File: src/rtl/pong_vga_renderer.sv
// pong_vga_renderer
// Generates VGA sync timing from the pixel clock, paces the game loop with a
// once-per-frame screenEnd pulse, and draws a square ball over a flat
// background. Ball position is sampled once per frame so the image never tears.
// Every output is registered from the same counter state, so all outputs
// describe the same pixel, one clock after the counters reach it.

module pong_vga_renderer #(
    parameter int          H_VISIBLE  = 640,
    parameter int          H_FRONT    = 16,
    parameter int          H_SYNC     = 96,
    parameter int          H_BACK     = 48,
    parameter int          V_VISIBLE  = 480,
    parameter int          V_FRONT    = 10,
    parameter int          V_SYNC     = 2,
    parameter int          V_BACK     = 33,
    parameter int          BALL_SIZE  = 8,
    parameter logic [11:0] BALL_COLOR = 12'hFFF,
    parameter logic [11:0] BG_COLOR   = 12'h000
) (
    input  logic        clock,
    input  logic        reset,
    input  logic [31:0] ball_x,
    input  logic [31:0] ball_y,
    output logic        hSync,
    output logic        vSync,
    output logic        screenEnd,
    output logic        active,
    output logic [9:0]  x,
    output logic [8:0]  y,
    output logic [11:0] rgb
);

    // Timing landmarks, sized to the counters so every compare is same-width.
    localparam logic [9:0] H_LAST     = 10'(H_VISIBLE + H_FRONT + H_SYNC + H_BACK - 1);
    localparam logic [9:0] V_LAST     = 10'(V_VISIBLE + V_FRONT + V_SYNC + V_BACK - 1);
    localparam logic [9:0] H_VIS      = 10'(H_VISIBLE);
    localparam logic [9:0] V_VIS      = 10'(V_VISIBLE);
    localparam logic [9:0] HS_FIRST   = 10'(H_VISIBLE + H_FRONT);
    localparam logic [9:0] HS_LAST    = 10'(H_VISIBLE + H_FRONT + H_SYNC - 1);
    localparam logic [9:0] VS_FIRST   = 10'(V_VISIBLE + V_FRONT);
    localparam logic [9:0] VS_LAST    = 10'(V_VISIBLE + V_FRONT + V_SYNC - 1);
    localparam logic [10:0] BALL_W    = 11'(BALL_SIZE);
    localparam logic [9:0]  BALL_H    = 10'(BALL_SIZE);

    logic [9:0]  r_hcount;
    logic [9:0]  r_vcount;
    logic [9:0]  r_bx;
    logic [8:0]  r_by;

    logic        w_h_last;
    logic        w_v_last;
    logic        w_frame_end;
    logic [10:0] w_bx_end;
    logic [9:0]  w_by_end;
    logic        w_in_ball;
    logic        w_active;

    assign w_h_last    = (r_hcount == H_LAST);
    assign w_v_last    = (r_vcount == V_LAST);
    assign w_frame_end = w_h_last && w_v_last;

    // Ball extents are one bit wider than the position so a ball near the
    // right/bottom edge is clipped instead of wrapping to the left/top edge.
    assign w_bx_end  = {1'b0, r_bx} + BALL_W;
    assign w_by_end  = {1'b0, r_by} + BALL_H;
    assign w_in_ball = (r_hcount >= r_bx) && ({1'b0, r_hcount} < w_bx_end) &&
                       (r_vcount >= {1'b0, r_by}) && (r_vcount < w_by_end);
    assign w_active  = (r_hcount < H_VIS) && (r_vcount < V_VIS);

    // Raster position: hcount sweeps each line, vcount advances on line wrap.
    always_ff @(posedge clock or posedge reset) begin
        if (reset) begin
            r_hcount <= '0;
            r_vcount <= '0;
        end else begin
            // NOTE: sequential state uses non-blocking assignment so every
            // block sees the pre-edge counter values on the same clock.
            if (w_h_last) begin
                r_hcount <= '0;
                r_vcount <= w_v_last ? '0 : r_vcount + 10'd1;
            end else begin
                r_hcount <= r_hcount + 10'd1;
            end
        end
    end

    // Shadow the ball position on the last blanking pixel of each frame.
    always_ff @(posedge clock or posedge reset) begin
        if (reset) begin
            r_bx <= '0;
            r_by <= '0;
        end else if (w_frame_end) begin
            r_bx <= ball_x[9:0];
            r_by <= ball_y[8:0];
        end
    end

    // Register every output from the same counter state so they stay aligned.
    always_ff @(posedge clock or posedge reset) begin
        if (reset) begin
            hSync     <= 1'b1;
            vSync     <= 1'b1;
            screenEnd <= 1'b0;
            active    <= 1'b0;
            x         <= '0;
            y         <= '0;
            rgb       <= '0;
        end else begin
            hSync     <= !((r_hcount >= HS_FIRST) && (r_hcount <= HS_LAST));
            vSync     <= !((r_vcount >= VS_FIRST) && (r_vcount <= VS_LAST));
            screenEnd <= (r_hcount == 10'd0) && (r_vcount == V_VIS);
            active    <= w_active;
            x         <= r_hcount;
            y         <= r_vcount[8:0];
            rgb       <= w_active ? (w_in_ball ? BALL_COLOR : BG_COLOR) : 12'h000;
        end
    end

endmodule

File: config.mk
export PLATFORM = sky130hd
export DESIGN_NAME = pong_vga_renderer
export DESIGN_NICKNAME = d
export VERILOG_FILES = /design/src/rtl/pong_vga_renderer.sv
export SDC_FILE = /design/constraint.sdc
export NUM_CORES = 1
export LEC_CHECK = 0
export CAP_MARGIN = 15
export CORE_ASPECT_RATIO = 0.6
export CORE_MARGIN = 1.5
export CORE_UTILIZATION = 49
export CTS_CLUSTER_DIAMETER = 40
export DETAILED_ROUTE_END_ITERATION = 7
export PLACE_DENSITY = 0.8
export RECOVER_POWER = 100
export SYNTH_ARGS = -nofsm -noshare
export SYNTH_HDL_FRONTEND = slang
export SYNTH_SLANG_ARGS = --single-unit
File: constraint.sdc
create_clock -name clock -period 3.71 [get_ports clock]
set_input_delay 0.5565 -clock clock [delete_from_list [all_inputs] [get_ports clock]]
set_output_delay 0.5565 -clock clock [all_outputs]
set_load 0.02 [all_outputs]
Word level (Yosys, flattened, before mapping)
Cells that the tools add are included.
{"block": "word_totals", "input_bits": 66, "register_bits": 74, "rom_bits": 0, "latchBits": 0, "wordCells": 43, "out_inout_bits": 35, "mem_bits_rw": 0, "mem_count": 0}
{"block": "classes", "n_mux": 4, "add_sub_neg": 4, "n_reduce_logical": 11, "n_mul": 0, "shift": 0, "div_mod_pow": 0, "order_cmp": 10, "n_eq_ne": 3, "bitwise": 0}
{"op": "2-to-1 mux 12 bit", "count": 2}
{"op": "adder 10 x 1 -> 10 bit, second input constant", "count": 2}
{"op": "equality test 10 bit, second input constant", "count": 2}
{"op": "2-to-1 mux 10 bit", "count": 2}
{"op": "adder 10 x 4 -> 11 bit, second input constant", "count": 1}
{"op": "less-than comparator 10 x 11 -> 1 bit", "count": 1}
{"op": "adder 9 x 4 -> 10 bit, second input constant", "count": 1}
{"op": "equality test 10 x 9 -> 1 bit, second input constant", "count": 1}
{"op": "greater-or-equal comparator 10 bit", "count": 1}
{"op": "greater-or-equal comparator 10 bit, second input constant", "count": 1}
{"op": "greater-or-equal comparator 10 x 9 -> 1 bit", "count": 1}
{"op": "greater-or-equal comparator 10 x 9 -> 1 bit, second input constant", "count": 1}
{"op": "<= comparator 10 bit, second input constant", "count": 1}
{"op": "<= comparator 10 x 9 -> 1 bit, second input constant", "count": 1}
{"op": "zero test 10 bit", "count": 1}
{"op": "less-than comparator 10 bit", "count": 1}
{"op": "less-than comparator 10 bit, second input constant", "count": 1}
{"op": "less-than comparator 10 x 9 -> 1 bit, second input constant", "count": 1}
{"op": "logical AND 1 bit", "count": 8}
{"op": "zero test 1 bit", "count": 2}

Logic depth before layout (Yosys ltp)
{"block": "logic_depth", "word_depth": 7, "mapped_depth": 9, "depth_no_buf": 9}

Worst setup path after synthesis
No wires, ideal clock.
{"block": "synth_path", "kind": "register to register", "start": "register r_bx[5]", "end": "register rgb[10]", "setup_time_ns": 0.101, "arrival_ns": 2.183, "slack_ns": 1.426, "n_path_buf": 0, "stages_incl_launch_ff": 10, "cell_sequence": "dfrtp_1 -> inv_1 -> nor3_1 -> xnor2_1 -> ha_1 -> a21o_1 -> a21oi_1 -> a31oi_1 -> or4_1 -> nor4_1"}
{"block": "synth_via", "elab_chain_len": 7, "word_cells_on_any_way": 8, "classes_between": "1 x add/sub; 2 x order compare; 2 x mux; 3 x reduce/logical"}
{"item": "from (decl)", "line_no": "48", "source": "logic [9:0] r_bx;"}
{"item": "from (signal assigned)", "line_no": "94", "source": "r_bx <= ball_x[9:0];"}
{"item": "adder 10 x 4 -> 11 bit", "line_no": "65", "source": "assign w_bx_end = {1'b0, r_bx} + BALL_W;"}
{"item": "less-than comparator 10 x 11 -> 1 bit", "line_no": "67", "source": "assign w_in_ball = (r_hcount >= r_bx) && ({1'b0, r_hcount} < w_bx_end) &&"}
{"item": "logical AND 1 bit (*) (2 in series)", "line_no": "67"}
{"item": "logical AND 1 bit (*)", "line_no": "68", "source": "(r_vcount >= {1'b0, r_by}) && (r_vcount < w_by_end);"}
{"item": "2-to-1 mux 12 bit (*) (2 in series)", "line_no": "116", "source": "rgb <= w_active ? (w_in_ball ? BALL_COLOR : BG_COLOR) : 12'h000;"}
{"item": "to (signal assigned)", "line_no": "116"}
{"item": "to (decl)", "line_no": "31", "source": "output logic [11:0] rgb"}
Every way passes the cells marked *; elsewhere a longest branch is shown, timed or not.
A chain may end at the register's enable or synchronous reset.

Worst setup path in the final report
{"block": "layout_path", "start": "register r_vcount[5]", "end": "register r_bx[3]"}
{"block": "layout_via", "elab_chain_len": 2}
{"item": "from (decl)", "line_no": "47", "source": "logic [9:0] r_vcount;"}
{"item": "from (signal assigned)", "line_no": "81", "source": "r_vcount <= w_v_last ? '0 : r_vcount + 10'd1;"}
{"item": "equality test 10 bit", "line_no": "60", "source": "assign w_v_last = (r_vcount == V_LAST);"}
{"item": "logical AND 1 bit", "line_no": "61", "source": "assign w_frame_end = w_h_last && w_v_last;"}
Every way passes these cells.

==> run summary <==
GPL Wtd Cong: 0.875
area share of the largest cell type after synthesis: 45.1%
Pwr Total: 0.00158 W
Port-buffer cells: 55
Root Driver: clkbuf_16
crit-path max FO: 22
Diodes inserted: 0
RSZ-0062 raised after global routing: false
Sw Share: 18.9%
die footprint: 7440 um2
final slew viol count: 64
Finish-stage setup viols: 0
critical path class: flop to flop
first-pass GRT wire length: 12.4 mm
Slew @ Worst Pin: 1.55 ns
Power Internal: 0.00128 W
drt via density: 5.39
clock tree sinks: 63
final hold vios: 0
Routed WL: 7.43 mm
Post-Synthesis Cells: 330
core box area: 6680 um2
Flop pwr share: 43.6%
Yosys reg bits: 63
Nets: 487
Sw Pwr: 0.000298 W
cts hold-fix bufs: 0
Worst Hold Endpoint: y[0]
Yosys top cell by area: dfrtp_1
Hold Crit Depth: 0
Inserted Clock Buffers: 9
final setup TNS: 0 ns
Avg Cell Area, Syn: 10.3 um2
post-synth cell types: 41
Yosys warning count: 0
Pleak: 2.18 nW
period utilization: 79.1%
fin crit period: 2.93 ns
CP required: 3.93 ns
die height: 67.4 um
Logic pwr share: 2.2%
wire length per cell: 15.7 um
global route overflow: 0
Peak VDD IR: 0.221 mV
Layout Area Growth over Synthesis: 25.3%
Synth Cell Area: 3390 um2
Hold Worst Slack: 0.431 ns
status: finished, violations left
initial antenna violation count: 0
Cell Rows: 23
clock-pin transition on the worst setup and hold timing paths: 0.05 ns
clk_lat worst skew: 0.32 ns
r2r worst-path depth: 6
Max Clk Rate: 341 MHz
Initial Util: 50.7%
drt first pass iters: 4
Hold Path Class: flop to flop
Via Count: 2555
most frequent cells in the layout: 61 x dfrtp_1, 39 x ha_1, 36 x dlygate4sd3_1, 34 x nand2_1, 29 x inv_1
DRC viols: 0
most common cell after layout, fill and taps aside: dfrtp_1
sequential element share of the synthesized area: 46.6%
Chip Width: 110 um
final HPWL from detailed placement: 5.19 mm
clk buf depth: 2
largest net degree at the start of global routing: 64
post-CTS resize count: 0
Synth Net Count: 435
maxcap violations: 1
Clock Power Share: 54.2%
Power Density: 371 nW/um2
Crit Reg-Reg Endpoint: r_bx[3]
failing checks: capacitance limit, slew limit
Final ANT Viol Nets: 0
H-tree levels: 3
I/O pins: 101
vias in the first global route: 2468
Post-synth ARST share: 100%
Post-synth EDFFs: 0
CTS tree: built
CP startpoint kind: flop
flop2flop setup slack: 0.78 ns
fill count: 538
nature of the critical path endpoint: flop
Synth Flop Type: dfrtp_1
hold_sp: r_vcount[0]
synth top area cells: dfrtp_1 45%, ha_1 14%, o21ai_0 4.0%
Worst Path Arrival: 3.15 ns
share of cells above drive strength 1: 5.94%
GRT Total Usage: 22.4%
Clock Skew: 0.00470 ns
Reg-to-Reg Start: r_vcount[5]
Slew headroom: -3.22%
initial drt markers: 115
Setup Buffers After CTS: 0
[sequential cells by signal (all words and copies together) (netlist names)]
signal	count
rgb	1
x	10
vSync	1
r_hcount	10
y	9
screenEnd	1
r_by	9
hSync	1
active	1
r_bx	10
r_vcount	10
[final cells by class]
type | instances | area [um2] | share of cell area, %
sequential | 63 | 1580 | 37.2
multi-input combinational | 220 | 1570 | 36.9
timing repair buffer | 58 | 567 | 13.3
clock buffer | 13 | 270 | 6.36
inverter | 30 | 113 | 2.65
tap | 87 | 109 | 2.56
clock inverter | 3 | 40.0 | 0.943
[power by group through the flow]
stage	clock [W]	sequential (W)	combinational (W)
after floorplan	0	0.000700	0.0000102
after global placement	0	0.000700	0.0000354
after detailed placement	0	0.000700	0.0000359
after CTS	0.000868	0.000688	0.0000360
after global routing	0.000903	0.000688	0.0000387
final	0.000854	0.000688	0.0000343
[per-layer routing]
| layer | global-route usage, % | wire [um] | vias to the layer above | part of all wire [%] |
|---|---|---|---|---|
| li1 | - | - | 1240 | - |
| met4 | 6.09 | 70 | 0 | 0.94 |
| met3 | 6.66 | 477 | 8 | 6.4 |
| met5 | 0 | 0 | - | 0 |
| met2 | 32.6 | 3190 | 86 | 43 |
| met1 | 32.5 | 3690 | 1221 | 50 |
[logic make-up (layout without fill, tap and decap cells)]
group                      count (synthesis)  in the layout  synth area share (%)
and+or+nand+nor                           99             99                  15.6
DFF                                       63             63                  46.6
AOI/OAI and AO/OA                         58             58                  10.2
buffers and inverters                     47            104                  6.79
adders and majority gates                 39             39                  14.4
xor gates and xnor gates                  20             20                  5.17
muxes                                      4              4                  1.29
[how the worst max path moves through the flow]
stage          cells past startpoint   startpoint  endpoint
2_1_floorplan                      9      r_bx[5]   rgb[10]
3_3_place_gp                       6  r_vcount[5]   r_bx[9]
3_5_place_dp                       5  r_vcount[5]   r_bx[5]
4_1_cts                            6  r_vcount[5]   r_bx[3]
5_1_grt                            6  r_vcount[5]   r_bx[3]
6_report                           6  r_vcount[5]   r_bx[3]
[through the flow]
stage / worst slack (ns) / util, % / std cells / instance area, um2
finish: 0.776 / 63.6 / 474 / 4250
global route: 0.563 / 63.6 / 474 / 4250
CTS: 1.02 / 63.8 / 474 / 4260
detailed placement: 1.04 / 59.2 / 458 / 3950
global placement: 1.08 / 59.2 / 458 / 3950
floorplan: 1.43 / - / 330 / 3390
[cells in the mapped netlist (2+ instances only)]
cell      number
xor2_1         5
and4_1         2
nor2b_1        4
o22ai_1        2
nor3_1         7
dfstp_2        2
nor4_1         3
a211o_1        2
nand4_1        4
xnor2_1       15
or4_1          2
and2_1         2
and3_1         7
nand2b_1       7
o211ai_1       2
nand3_1       13
a21o_1         6
nor2_1         9
a31oi_1        2
a21oi_1        9
nand2_1       34
buf_4         14
clkbuf_1       2
nand4b_1       2
ha_1          39
inv_1         30
dfrtp_1       61
mux2_2         3
a211oi_1       2
o21ai_0       27
[worst max-delay path: stages, from the launching register on]
cell     delay, ns
dfrtp_1       0.50
or4b_1        0.59
nor4_4        0.34
and2_0        0.87
buf_4         0.36
nand2_1       0.07
o21ai_0       0.10
Note: power is estimated with default switching activity, not from simulation.
